`config.mk`:
```
export PLATFORM = sky130hd
export DESIGN_NAME = bist_fail_logger
export DESIGN_NICKNAME = d
export VERILOG_FILES = /design/src/rtl/bist_pkg.sv /design/src/rtl/bist_log_fifo.sv /design/src/rtl/bist_fail_logger.sv
export SDC_FILE = /design/constraint.sdc
export NUM_CORES = 1
export LEC_CHECK = 0
export ABC_AREA = 1
export BUFFER_PORTS_ARGS = -buffer_cell sky130_fd_sc_hd__buf_2
export CAP_MARGIN = 20
export CORE_ASPECT_RATIO = 1.4
export CORE_UTILIZATION = 40
export CTS_CLUSTER_SIZE = 25
export DETAILED_ROUTE_END_ITERATION = 6
export MAX_ROUTING_LAYER = met4
export SLEW_MARGIN = 0
export SYNTH_ARGS = -nofsm -noshare
export SYNTH_HDL_FRONTEND = slang
export SYNTH_SLANG_ARGS = --single-unit
```
`constraint.sdc`:
```
create_clock -name clk -period 7.3 [get_ports clk]
set_clock_uncertainty 0.1 [all_clocks]
set_input_delay 0.365 -clock clk [delete_from_list [all_inputs] [get_ports clk]]
set_output_delay 0.365 -clock clk [all_outputs]
set_load 0.01 [all_outputs]
```
`src/rtl/bist_pkg.sv`:
```
// Shared definitions for the BIST fail logger: run-state encodings
// and default geometry of the logged RAM.
package bist_pkg;

    typedef enum logic [1:0] {
        RS_IDLE = 2'b00,
        RS_RUN  = 2'b01,
        RS_DONE = 2'b10
    } run_state_t;

    localparam int DEF_ADDR_W = 10;
    localparam int DEF_DATA_W = 8;
    localparam int DEF_DEPTH  = 8;
    localparam int DEF_CNT_W  = 12;

endpackage

```
`src/rtl/bist_log_fifo.sv`:
```
// Generic synchronous FIFO holding fail-log entries. Head is shown
// combinationally; reads as zero while empty. clr drops all entries.
module bist_log_fifo
    import bist_pkg::*;
#(
    parameter int WIDTH = DEF_ADDR_W + 2 * DEF_DATA_W,
    parameter int DEPTH = DEF_DEPTH
) (
    input  logic             clk,
    input  logic             rst,
    input  logic             clr,
    input  logic             push,
    input  logic [WIDTH-1:0] wdata,
    input  logic             pop,
    output logic [WIDTH-1:0] rdata,
    output logic             empty,
    output logic             full
);

    localparam int AW = $clog2(DEPTH);

    logic [AW:0]      wr_ptr;
    logic [AW:0]      rd_ptr;
    logic [WIDTH-1:0] mem [DEPTH];
    logic             push_ok;
    logic             pop_ok;

    assign empty = (wr_ptr == rd_ptr);
    assign full  = (wr_ptr[AW] != rd_ptr[AW]) &&
                   (wr_ptr[AW-1:0] == rd_ptr[AW-1:0]);

    // A pop frees a slot in the same cycle, so a full FIFO can still
    // accept a push; a pop on an empty FIFO is ignored.
    assign pop_ok  = pop && !empty;
    assign push_ok = push && (!full || pop_ok);

    assign rdata = empty ? '0 : mem[rd_ptr[AW-1:0]];

    // Pointer update; clearing outranks any push/pop in the same cycle.
    always_ff @(posedge clk) begin
        if (rst || clr) begin
            wr_ptr <= '0;
            rd_ptr <= '0;
        end else begin
            if (push_ok) wr_ptr <= wr_ptr + 1'b1;
            if (pop_ok)  rd_ptr <= rd_ptr + 1'b1;
        end
    end

    // Entry storage; no reset needed since empty masks the output.
    always_ff @(posedge clk) begin
        if (push_ok) mem[wr_ptr[AW-1:0]] <= wdata;
    end

endmodule

```
`src/rtl/bist_fail_logger.sv`:
```
// Logs BIST compare mismatches into a FIFO with count/overflow/state.
// Define BIST_FAIL_BITMAP_EN to add the accumulated fail_bitmap output.
module bist_fail_logger
    import bist_pkg::*;
#(
    parameter int ADDR_W = DEF_ADDR_W,
    parameter int DATA_W = DEF_DATA_W,
    parameter int DEPTH  = DEF_DEPTH,
    parameter int CNT_W  = DEF_CNT_W
) (
    input  logic              clk,
    input  logic              rst,
    input  logic              test_active,
    input  logic              cmp_valid,
    input  logic [ADDR_W-1:0] cmp_addr,
    input  logic [DATA_W-1:0] cmp_expected,
    input  logic [DATA_W-1:0] cmp_actual,
    input  logic              log_pop,
    output logic              log_valid,
    output logic [ADDR_W-1:0] log_addr,
    output logic [DATA_W-1:0] log_expected,
    output logic [DATA_W-1:0] log_actual,
    output logic [CNT_W-1:0]  err_count,
    output logic              log_overflow,
    output logic [1:0]        run_state
`ifdef BIST_FAIL_BITMAP_EN
    ,
    output logic [DATA_W-1:0] fail_bitmap
`endif
);

    localparam int EW = ADDR_W + 2 * DATA_W;

    run_state_t    state;
    run_state_t    state_nx;
    logic          ta_prev;
    logic          armed;
    logic          rise;
    logic          fall;
    logic          run_entry;
    logic          mismatch;
    logic          drop;
    logic          fifo_full;
    logic          fifo_empty;
    logic [EW-1:0] head;

    assign rise      = test_active && !ta_prev && armed;
    assign fall      = !test_active && ta_prev;
    assign run_entry = rise && (state != RS_RUN);
    assign mismatch  = cmp_valid && (state == RS_RUN) &&
                       (cmp_expected != cmp_actual);
    assign drop      = mismatch && fifo_full && !log_pop;

    // Edge detector. armed blocks a fake rising edge when test_active
    // is already high through reset; it needs to see a low first.
    always_ff @(posedge clk) begin
        if (rst) begin
            ta_prev <= 1'b0;
            armed   <= !test_active;
        end else begin
            ta_prev <= test_active;
            if (!test_active) armed <= 1'b1;
        end
    end

    // Run-state register.
    always_ff @(posedge clk) begin
        if (rst) state <= RS_IDLE;
        else     state <= state_nx;
    end

    // Run-state transitions on test_active edges.
    always_comb begin
        state_nx = state;
        unique case (state)
            RS_IDLE, RS_DONE: if (rise) state_nx = RS_RUN;
            RS_RUN:           if (fall) state_nx = RS_DONE;
            default:          state_nx = RS_IDLE;
        endcase
    end

    // Saturating error count and sticky overflow, cleared per run.
    always_ff @(posedge clk) begin
        if (rst || run_entry) begin
            err_count    <= '0;
            log_overflow <= 1'b0;
        end else begin
            if (mismatch && (err_count != '1))
                err_count <= err_count + 1'b1;
            if (drop)
                log_overflow <= 1'b1;
        end
    end

`ifdef BIST_FAIL_BITMAP_EN
    // Bit positions that failed at least once this run.
    always_ff @(posedge clk) begin
        if (rst || run_entry)
            fail_bitmap <= '0;
        else if (mismatch)
            fail_bitmap <= fail_bitmap | (cmp_expected ^ cmp_actual);
    end
`endif

    bist_log_fifo #(
        .WIDTH (EW),
        .DEPTH (DEPTH)
    ) u_fifo (
        .clk   (clk),
        .rst   (rst),
        .clr   (run_entry),
        .push  (mismatch),
        .wdata ({cmp_addr, cmp_expected, cmp_actual}),
        .pop   (log_pop),
        .rdata (head),
        .empty (fifo_empty),
        .full  (fifo_full)
    );

    assign log_valid    = !fifo_empty;
    assign log_addr     = head[EW-1 -: ADDR_W];
    assign log_expected = head[2*DATA_W-1 -: DATA_W];
    assign log_actual   = head[DATA_W-1:0];
    assign run_state    = state;

endmodule

```
# --- After elaboration in Yosys (flattened, before gate mapping) ---
# Memories as Yosys holds them, arrays and structs flattened. A register that Yosys moved wholly into a read port is not among the register bits.
# Index checks and enable logic that the tools add are counted.
word_totals:
  inputBits: 31
  n_memories: 1
  ram_bits: 208
  output_inout_bits: 42
  regBits: 25
mem_list:
  columns: ["name", "depth", "width", "rd", "rd_clocked_by_memory_dff", "wr", "line_no", "rtl"]
  rows:
  - ["u_fifo.mem", 8, 26, 1, 1, 1, "bist_log_fifo.sv:24", "logic [WIDTH-1:0] mem [DEPTH];"]
op_classes:
  mux: 10
  n_addsub: 3
  n_eq_ne: 11
  reduce_logical: 22
op_table:
  columns: ["op", "n"]
  rows:
  - ["$mux W26", 1]
  - ["$add A12 B1 Y12 const B", 1]
  - ["$logic_and A1 B1 Y1", 12]
  - ["$ne A12 B12 Y1 const B", 1]
  - ["$add A4 B1 Y4 const B", 2]
  - ["$ne A8 B8 Y1", 1]
  - ["$mux W3", 2]
  - ["$ne A2 B2 Y1 const B", 3]
  - ["$logic_not A1 Y1", 5]
  - ["$eq A4 B4 Y1", 1]
  - ["$mux W1", 4]
  - ["$mux W2", 2]
  - ["$pmux W2 S2", 1]
  - ["$eq A3 B3 Y1", 1]
  - ["$eq A2 B1 Y1 const B", 1]
  - ["$eq A2 B2 Y1 const B", 1]
  - ["$logic_not A2 Y1", 1]
  - ["$logic_or A1 B1 Y1", 2]
  - ["$ne A2 B1 Y1 const B", 1]
  - ["$reduce_and A2 Y1", 1]
  - ["$reduce_or A2 Y1", 1]
  - ["$ne A1 B1 Y1", 1]

# --- Logic depth before layout (Yosys ltp) ---
# Gate-level depths: netlist of the first run.
logic_depth:
  depth_word: 7
  depth_mapped: 10

# --- By module ---
# From an unflattened synthesis of the first run, not the netlist that was laid out.
unflattened:
  cells_unflattened: 853
  area_unflattened_um2: 9849.4
by_module_without_submodules:
  columns: ["module", "cells_each", "instances", "seq_area_each_um2", "area_per_inst_um2"]
  rows:
  - ["bist_log_fifo", 674, 1, 6466.2, 8723.4]
  - ["bist_fail_logger", 179, 1, 350.3, 1126.1]

# --- Worst setup path after synthesis of the first run ---
# Ideal clock, no wire load.
synth_path:
  path_type: "register to register"
  startpoint: "reg state[0] (netlist: run_state[0])"
  endpoint: "mem u_fifo.mem[6][0] in the netlist's numbering (enable)"
  arrival_time_ns: 2.791
  path_buffers: 0
  period_less_slack_ns: 3.333
  setup_slack_ns: 3.967
  setup_ns: 0.442
  required_ns: 6.758
  path_stages_with_launch: 7
  path_cell_list: "dfxtp_1 -> inv_2 -> nor2_4 -> inv_2 -> nor2_4 -> nand4_1 -> nor3_1"
synth_between:
  elab_chain_len: 6
synth_lines:
  columns: ["item", "line_no", "rtl"]
  rows:
  - ["from (decl)", "bist_fail_logger.sv:34", "run_state_t state;"]
  - ["from (signal assigned)", "bist_fail_logger.sv:69", "else state <= state_nx;"]
  - ["$eq A2 B1 Y1", "bist_fail_logger.sv:50", "assign mismatch = cmp_valid && (state == RS_RUN) &&"]
  - ["$logic_and A1 B1 Y1 (2 in series)", "bist_fail_logger.sv:50", null]
  - ["$logic_and A1 B1 Y1", "bist_log_fifo.sv:35", "assign push_ok = push && (!full || pop_ok);"]
  - ["$mux W1", "bist_log_fifo.sv:52", "if (push_ok) mem[wr_ptr[AW-1:0]] <= wdata;"]
  - ["$mux W1 (implied by the code)", "bist_log_fifo.sv:52", null]
  - ["to (decl)", "bist_log_fifo.sv:24", null]
# Every way passes these cells.

==> results of run 1 <==
-- kinds of logic after synthesis --
group / share of synthesized area
AO/OA/AOI/OAI: 0.116
XOR/XNOR: 0.0107
adder cells (fa/ha/maj): 0.00385
buffers and inverters: 0.0388
flip-flops: 0.699
AND/OR/NAND/NOR: 0.132
-- worst min-delay path by stage --
stage | end | slack (ns) | startpoint
final | u_fifo.mem[7][19] | 0.03 | cmp_addr[3]
after global routing | u_fifo.mem[3][16] | 0.01 | cmp_addr[0]
after CTS | armed | 0.01 | test_active
after detailed placement | log_overflow | 0.37 | log_overflow
after global placement | log_overflow | 0.35 | log_overflow
after floorplan | run_state[0] | 0.33 | rst
-- cells in the mapped netlist --
master,n
a21oi_1,21
xnor2_2,1
o22ai_1,26
nand3_4,1
a31oi_1,26
inv_1,30
nand2_1,80
nor3_1,4
nor2_1,174
clkbuf_1,22
o21ai_0,104
nand2_4,1
buf_1,3
xnor2_1,3
nand2_2,1
buf_6,1
nor2_2,3
nand3b_1,1
nand4_1,19
buf_4,7
o21a_1,1
nor2_4,3
dfxtp_1,27
edfxtp_1,209
xor2_1,7
o21ai_1,31
nand4_2,1
inv_2,10
a21oi_4,1
nand3_1,11
ha_1,3
buf_2,14
nand3_2,3
-- layer usage --
layer / vias to the layer above / GRT usage / wire [um]
li1: 3170 / - / -
met1: 3154 / 0.209 / 8960
met2: 139 / 0.310 / 11100
met3: 30 / 0.0304 / 1010
met4: 0 / 0.0568 / 419
met5: - / - / 0
-- metrics by stage --
step,instances,worst slack (ns)
6_report,1242,3.89
3_3_place_gp,1195,4.36
3_5_place_dp,1195,4.38
5_1_grt,1242,3.70
2_1_floorplan,849,3.97
4_1_cts,1240,3.81
-- registers in the layout, summed over array words and instances (netlist names), named ones only --
register / cells
run_state: 2
log_overflow: 1
ta_prev: 1
armed: 1
u_fifo.mem: 208
u_fifo.wr_ptr: 4
err_count: 12
u_fifo.rd_ptr: 4
-- cell type report --
class / count / share of cell area
Multi-Input combinational cell: 526 / 0.231
Inverter: 40 / 0.0134
Clock inverter: 12 / 0.00761
Timing Repair Buffer: 84 / 0.0405
Sequential cell: 236 / 0.610
Antenna cell: 2 / 0.000448
Clock buffer: 32 / 0.0619
Tap cell: 310 / 0.0347
-- power breakdown --
part | total [mW] | switching [mW] | leakage (nW) | internal [mW]
Combinational | 0.271 | 0.187 | 1.44 | 0.0838
Sequential | 1.48 | 0.00544 | 2.10 | 1.48
Clock | 1.18 | 0.485 | 0.383 | 0.700
-- cells in the final DEF (no fill, tap or decap), types with 4 or more instances in the layout --
master	synthesis	layout
nor3_2	0	4
nand3_1	11	11
a31oi_1	26	26
nor2_1	174	170
o21ai_0	104	104
clkbuf_16	0	25
o22ai_1	26	26
buf_4	7	11
nand2_1	80	80
clkbuf_8	0	4
nand4_1	19	19
dfxtp_1	27	25
clkinv_2	0	4
o21ai_1	31	31
clkinv_1	0	5
xor2_1	7	7
buf_2	14	72
edfxtp_1	209	209
a21oi_1	21	21
inv_1	30	30
inv_2	10	10
nor2_2	3	7
==> out/results.ini, run 1 <==
[status]
status=complete, no violations

[setup_path]
worstSetupEndpointType=primary output
crit_cells=7
cp_cell_sequence=buf_4 > inv_2 > o21ai_0 > o22ai_1 > o21ai_1 > a31oi_1 > buf_2
crit_path_max_fanout=53
critPathSlowestCell=inv_2
crit_path_max_incr_delay_ns=0.81
reg2reg_depth=7
critPathArrivalTime_ns=2.95
ff2ff_setup_slack_ns=4.93
startpoint_type=flip-flop
endpoint=log_expected[1]
cpLargestDelayFamily=buffers and inverters
worstReg2RegEnd=u_fifo.mem[6][15]
r2r_start=run_state[0]
cp_data_required_time_ns=6.84
critPathBufInv=3
worst-setup-path-type=reg -> out

[global_route]
grt_remaining_overflow=0
grtUsageTotal=0.179
grt_pass1_wl_mm=34.0
grt_max_degree=100
antenna_found_initial=2
grt_pass1_vias=6385

[sta]
drv_slew=0
finalCriticalPeriod_ns=3.41
tightestPinTransition_ns=1.07
setup_violations=0
hold_viol=0
max_freq_mhz=293
slew_headroom=0.285
whs_ns=0.0259
rsz0062_at_grt=false
post-route-period-util=0.468
finalSetupTns_ns=0

[clock_tree]
root_buffer=clkbuf_16
clock_latency_ns=0.50
cts_max_level=1
postCtsSetupBuffers=0
cts.sinks=236
clk_pin_slew_worst_paths_ns=0.06
cts_buffer_depth=3
cts_tree=yes
cts-buffers-inserted=24
cts-resized-gates=0
holdBufCountCts=1

[routing]
wl_per_cell_um=17.3
ant_nets=0
wl_mm=21.5
route.vias.total=6493
drt_first_pass_iters=5
drc=0
vias_per_cell=5.23
drt_iter0_drc=391

[place]
place_area_sq_um=10400
hpwl_mm=11.6
io_buffers=72
gp_congestion=0.795

[min_path]
worstHoldPathType=in -> reg
whs_path_depth=1

[logic_synthesis]
syn_area_sq_um=9750
ys_seq_area_frac=0.699
syn_inst=849
netlist.area_leader.share=0.644
ys_top_cells_by_area=edfxtp_1, nor2_1, dfxtp_1
yosysTopAreaCell=edfxtp_1
synth.avg_cell_area_sq_um=11.5
ys_ff_latch=236
ys_types=33
yosysWarnings=0
syn_nets=883

[die]
dieHeight_um=187
ios=73
num_rows=67
die-area_sq_um=25000
start_util=0.407
core_sq_um=24000
die_x_um=134

[cells_and_area]
seq_area_sq_um=6820
fin_nets=946
fill_cells=2220
final_cell_area_sq_um=11200
multi_input_area_sq_um=2590
final_layout_size_suffix_gt1_frac=0.166
area_growth_pct=14.7
final_util=0.466

[power]
power.density_nw_per_um2=263
power.leakage_nw=3.92
total_power_mw=2.94
ir_worst_vdd_mv=0.146

[run]
cap_violations=0

No activity file was read; power rests on OpenSTA's default activity.
==> run 2, diff against run 1 <==
--- a/config.mk
+++ b/config.mk
@@ -5,7 +5,7 @@
 export SDC_FILE = /design/constraint.sdc
 export NUM_CORES = 1
 export LEC_CHECK = 0
-export ABC_AREA = 1
+export ABC_AREA = 0
 export BUFFER_PORTS_ARGS = -buffer_cell sky130_fd_sc_hd__buf_2
 export CAP_MARGIN = 20
 export CORE_ASPECT_RATIO = 1.4
==> constraint.sdc (replaced) <==
create_clock -name clk -period 3 [get_ports clk]
set_clock_uncertainty 0.1 [all_clocks]
set_input_delay 0.15 -clock clk [delete_from_list [all_inputs] [get_ports clk]]
set_output_delay 0.15 -clock clk [all_outputs]
set_load 0.01 [all_outputs]
==> run 2 against run 1 <==
Sequential power is 140% higher. Clock power grew to 2.7 times the previous value. Flip-flop and latch count stayed put. Register-to-register slack worse by 4.4 ns. Worst setup slack worse by 3.6 ns. Power is 140% higher. Synthesized cell count is 40% lower. Global-route usage is 1.3 points lower. Highest routed layer unchanged.
==> out/results.ini, run 2 <==
[routing]
vias_per_cell=5.26
drc=0
wl_per_cell_um=20.0
wl_mm=18.9
drt_first_pass_iters=4
ant_nets=0
route.vias.total=4983
drt_iter0_drc=308

[global_route]
grt_pass1_vias=5410
grt_max_degree=28
grtUsageTotal=0.166
antenna_found_initial=0
grt_pass1_wl_mm=29.6
grt_remaining_overflow=0

[die]
ios=73
num_rows=65
dieHeight_um=183
core_sq_um=22800
die-area_sq_um=24000
die_x_um=131
start_util=0.411

[min_path]
worstHoldPathType=in -> reg
holdPathEnd=u_fifo.wr_ptr[3]
min-delay-start=cmp_valid
whs_path_depth=5

[logic_synthesis]
ys_types=43
ys_seq_area_frac=0.729
yosysTopAreaCell=edfxtp_1
synth_edf_count=209
yosys-top-cells-count=edfxtp_1, mux4_2, nor2_1
synthArstFlopShare=0
ys_top_cells_by_area=edfxtp_1, mux4_2, dfxtp_1
synth.avg_cell_area_sq_um=18.3
syn_nets=544
yosysWarnings=0
syn_area_sq_um=9350
netlist.area_leader.share=0.671
syn_inst=510
synthFlopType=edfxtp_1
yosysMostFrequentCell=edfxtp_1
ys_ff_latch=236

[place]
gp_congestion=0.743
io_buffers=72
hpwl_mm=11.4
place_area_sq_um=10200

[setup_path]
cp_cell_sequence=buf_12 > mux4_2 > mux2i_1 > nor2_1 > buf_2
critPathSlowestCell=dfxtp_4
worstReg2RegEnd=u_fifo.mem[1][14]
ff2ff_setup_slack_ns=0.57
crit_path_max_incr_delay_ns=0.67
reg2reg_depth=6
r2r_start=run_state[1]
startpoint_type=flip-flop
worst-setup-path-type=reg -> out
crit_path_max_fanout=24
cp_data_required_time_ns=2.75
critPathArrivalTime_ns=2.41
worstSetupEndpointType=primary output

[run]
cap_violations=0

[power]
ir_worst_vdd_mv=0.382
power.leakage_nw=3.72
power.density_nw_per_um2=624

[cells_and_area]
antenna_cells=0
fin_nets=664
final_layout_size_suffix_gt1_frac=0.304
largest_reg_flops=208
final_util=0.500
fill_cells=1908
most-common-layout-cells=edfxtp_1, buf_2, mux4_2
layout_commonest_cell=edfxtp_1
area_growth_pct=21.8
final_cell_area_sq_um=11400

[sta]
hold_viol=0
max_freq_mhz=375
setup_violations=0
tightestPinTransition_ns=0.694
rsz0062_at_grt=false
drv_slew=0
post-route-period-util=0.888
finalCriticalPeriod_ns=2.66
slew_headroom=0.537

[clock_tree]
cts-buffers-inserted=24
clock_latency_ns=0.51
cts_buffer_depth=3
cts.sinks=236
cts_max_level=1
clk_pin_slew_worst_paths_ns=0.06
root_buffer=clkbuf_16
cts_tree=yes
postCtsSetupBuffers=0
cts-resized-gates=0

[status]
status=complete, no violations

-- run 2: cell count changes in the layout (fill, tap and decap cells not counted), moves of 9 or more --
cell           before  now
a31oi_1            26    0
mux2i_1             0   29
nand4_1            19    1
inv_2              10    1
mux4_2              0   52
inv_1              30    5
nand2_1            80   13
o21ai_1            31    1
o22ai_1            26    0
nor2_1            170   37
o21ai_0           104    5
dlygate4sd3_1       1   30
-- run 2: how the worst max path moves through the flow --
stage / cells past startpoint / end / slack, ns
6_report: 5 / log_addr[6] / 0.34
5_1_grt: 5 / log_addr[6] / 0.13
4_1_cts: 5 / log_addr[6] / 0.22
3_5_place_dp: 7 / u_fifo.mem[1][19] / 0.52
3_3_place_gp: 7 / u_fifo.mem[2][19] / 0.62
2_1_floorplan: 5 / u_fifo.mem[1][0] / -0.60
-- run 2: cell families after synthesis --
group / after synthesis / share of synthesized area
AO/OA/AOI/OAI: 32 / 0.0203
XOR/XNOR: 15 / 0.0140
adder cells (fa/ha/maj): 3 / 0.00401
buffers and inverters: 32 / 0.0165
flip-flops: 236 / 0.729
multiplexers: 81 / 0.156
AND/OR/NAND/NOR: 111 / 0.0599
-- run 2: timing repair --
action / 4_1_cts / 5_1_grt
hold buffers: 30 / 0
endpoints found under the setup margin: 0 / 0
hold endpoints to repair: 218 / 0
-- run 2: cell type report --
cell class	instances	area (sq um)	area share
Sequential cell	236	6820	0.599
Multi-Input combinational cell	242	2430	0.213
Timing Repair Buffer	120	883	0.0775
Clock buffer	30	644	0.0566
Tap cell	301	377	0.0331
Clock inverter	13	211	0.0186
Inverter	6	22.5	0.00198
-- run 2: worst max-delay path: cells and delay by family (launching register included) --
kind / cells / cell delay, ns
multiplexers: 2 / 0.71
flip-flops: 1 / 0.67
AND/OR/NAND/NOR: 1 / 0.07
buffers and inverters: 2 / 0.44
-- run 2: stage by stage --
step | setup slack, ns | hold slack, ns | instances | setup TNS, ns | power (mW)
after detailed placement | 0.519 | 0.298 | 875 | 0 | 3.93
after global placement | 0.617 | 0.281 | 875 | 0 | 3.92
after global routing | 0.132 | 0.115 | 948 | 0 | 7.31
after floorplan | -0.603 | 0.122 | 510 | -50.53 | 3.81
final | 0.335 | 0.0811 | 948 | 0 | 7.10
after CTS | 0.222 | 0.0652 | 948 | 0 | 7.16
-- run 2: metal layers --
metal,share of wire,global-route usage,vias to the layer above
li1,-,-,2268
met1,0.40,0.192,2545
met2,0.53,0.296,135
met3,0.043,0.0216,35
met4,0.021,0.0602,0
met5,0,-,-
-- run 2: power by group --
group / leakage (nW) / total (mW) / internal, mW / switching, mW
sequential: 2.10 / 3.61 / 3.59 / 0.0169
clock: 0.419 / 3.22 / 2.03 / 1.18
combinational: 1.20 / 0.281 / 0.125 / 0.156
==> run 3, diff against run 2 <==
--- a/config.mk
+++ b/config.mk
@@ -9,6 +9,7 @@
 export BUFFER_PORTS_ARGS = -buffer_cell sky130_fd_sc_hd__buf_2
 export CAP_MARGIN = 20
 export CORE_ASPECT_RATIO = 1.4
+export CORE_MARGIN = 4
 export CORE_UTILIZATION = 40
 export CTS_CLUSTER_SIZE = 25
 export DETAILED_ROUTE_END_ITERATION = 6
==> run 3 against run 2 <==
Global-route usage fell by 0.73 points. Critical path depth unchanged. Register-to-register slack lost 0.10 ns. Hold slack lost 0.0096 ns. Final cell count rose by 0.63%. Largest power group unchanged.
==> out/results.ini, run 3 (synthesized netlist as in run 2, its figures left out) <==
[die]
die_x_um=137
core_sq_um=22800
die-area_sq_um=25900
ios=73
dieHeight_um=189
num_rows=65
start_util=0.411

[routing]
wl_mm=19.4
drt_first_pass_iters=5
wl_per_cell_um=20.3
ant_nets=0
vias_per_cell=5.22
route.vias.total=4982
drc=0
drt_iter0_drc=236

[setup_path]
critPathArrivalTime_ns=2.46
ff2ff_setup_slack_ns=0.47
reg2reg_depth=6
cpLargestDelayFamily=flip-flops
worst-setup-path-type=reg -> out
crit_path_max_incr_delay_ns=0.72
cp_data_required_time_ns=2.75
critPathSlowestCell=dfxtp_4
cp_cell_sequence=buf_4 > mux4_2 > mux2i_1 > nor2_1 > buf_2
startpoint_type=flip-flop
critPathBufInv=2
worstReg2RegEnd=u_fifo.mem[0][19]
worstSetupEndpointType=primary output
r2r_start=run_state[1]
crit_path_max_fanout=26

[clock_tree]
cts-buffers-inserted=24
clk_pin_slew_worst_paths_ns=0.06
root_buffer=clkbuf_16
cts.sinks=236
clock_latency_ns=0.51
cts_buffer_depth=3
cts_max_level=1
cts_tree=yes

[place]
hpwl_mm=12.0
io_buffers=72
gp_congestion=0.794
dp.cells=880
dpl_worst_slack_ns=0.471

[power]
ir_worst_vdd_mv=0.379
power.density_nw_per_um2=582
power.leakage_nw=3.67

[cells_and_area]
seq_area_sq_um=6820
area_growth_pct=20.5
fill_cells=1940
layout_commonest_cell=edfxtp_1
final_util=0.495
fin_nets=669
final_layout_size_suffix_gt1_frac=0.303
most-common-layout-cells=edfxtp_1, buf_2, mux4_2
stdcell_count=954
largest_reg_flops=208
antenna_cells=0
multi_input_area_sq_um=2430

[sta]
setup_violations=0
slew_headroom=0.475
max_freq_mhz=369
finalCriticalPeriod_ns=2.71
tightestPinTransition_ns=0.787
drv_slew=0
rsz0062_at_grt=false
post-route-period-util=0.904
hold_viol=0
setup_slack_ns=0.288

[min_path]
holdPathEnd=u_fifo.wr_ptr[3]
min-delay-start=cmp_valid
whs_path_depth=5
worstHoldPathType=in -> reg

[global_route]
grt_max_degree=28
grtUsageTotal=0.159
antenna_found_initial=0
grt_remaining_overflow=0
grt_pass1_wl_mm=30.9
grt_pass1_vias=5548

[status]
status=complete, no violations

[run]
cap_violations=0

run 3: changes by cell type in the layout (fill, tap and decap cells not counted), sizes merged:
cell      before  now
buf           90   95
bufinv         6    0
clkbuf        30   33
clkinv         7    9
clkinvlp       0    2
run 3: layer usage:
| layer | vias to the layer above | global-route usage | part of all wire |
|---|---|---|---|
| li1 | 2285 | - | - |
| met2 | 109 | 0.276 | 0.54 |
| met3 | 20 | 0.0247 | 0.042 |
| met5 | - | - | 0 |
| met1 | 2568 | 0.200 | 0.41 |
| met4 | 0 | 0.0265 | 0.0097 |
run 3: where the power goes:
part | switching (mW) | internal, mW
clock network | 1.16 | 1.50
registers | 0.0182 | 3.59
logic | 0.154 | 0.127
run 3: worst max-delay path by stage:
stage	end	slack, ns	depth (start not counted)
after floorplan	u_fifo.mem[1][0]	-0.60	5
after global placement	u_fifo.mem[0][18]	0.59	7
after detailed placement	u_fifo.mem[0][16]	0.47	7
after CTS	log_addr[9]	0.19	5
after global routing	log_addr[8]	0.04	5
final	log_addr[9]	0.29	5
run 3: layout make-up:
type | count | area share
Sequential cell | 236 | 0.605
Multi-Input combinational cell | 242 | 0.216
Timing Repair Buffer | 125 | 0.0806
Clock buffer | 33 | 0.0572
Tap cell | 301 | 0.0334
Clock inverter | 11 | 0.00577
Inverter | 6 | 0.00200
run 3: timing repair:
action                                 CTS  global route
gates resized for setup                  0             0
setup buffers                            0             0
endpoints found under the hold margin  221             0
hold buffers                            30             0
run 3: through the flow:
step / power [mW] / area (sq um) / setup TNS, ns / hold WS [ns]
global route: 6.82 / 11300 / 0 / 0.105
finish: 6.56 / 11300 / 0 / 0.0714
CTS: 6.63 / 11300 / 0 / 0.0620
floorplan: 3.81 / 9360 / -50.53 / 0.122
detailed placement: 3.94 / 10300 / 0 / 0.296
global placement: 3.93 / 10300 / 0 / 0.280
run 3: worst register-to-register path, stage by stage (launching register included):
cell and delay [ns]:
dfxtp_1 0.32, and2b_1 0.25, nand2_1 0.11, a21oi_1 0.51, nand2_1 0.33, nor4_4 0.25, buf_4 0.33
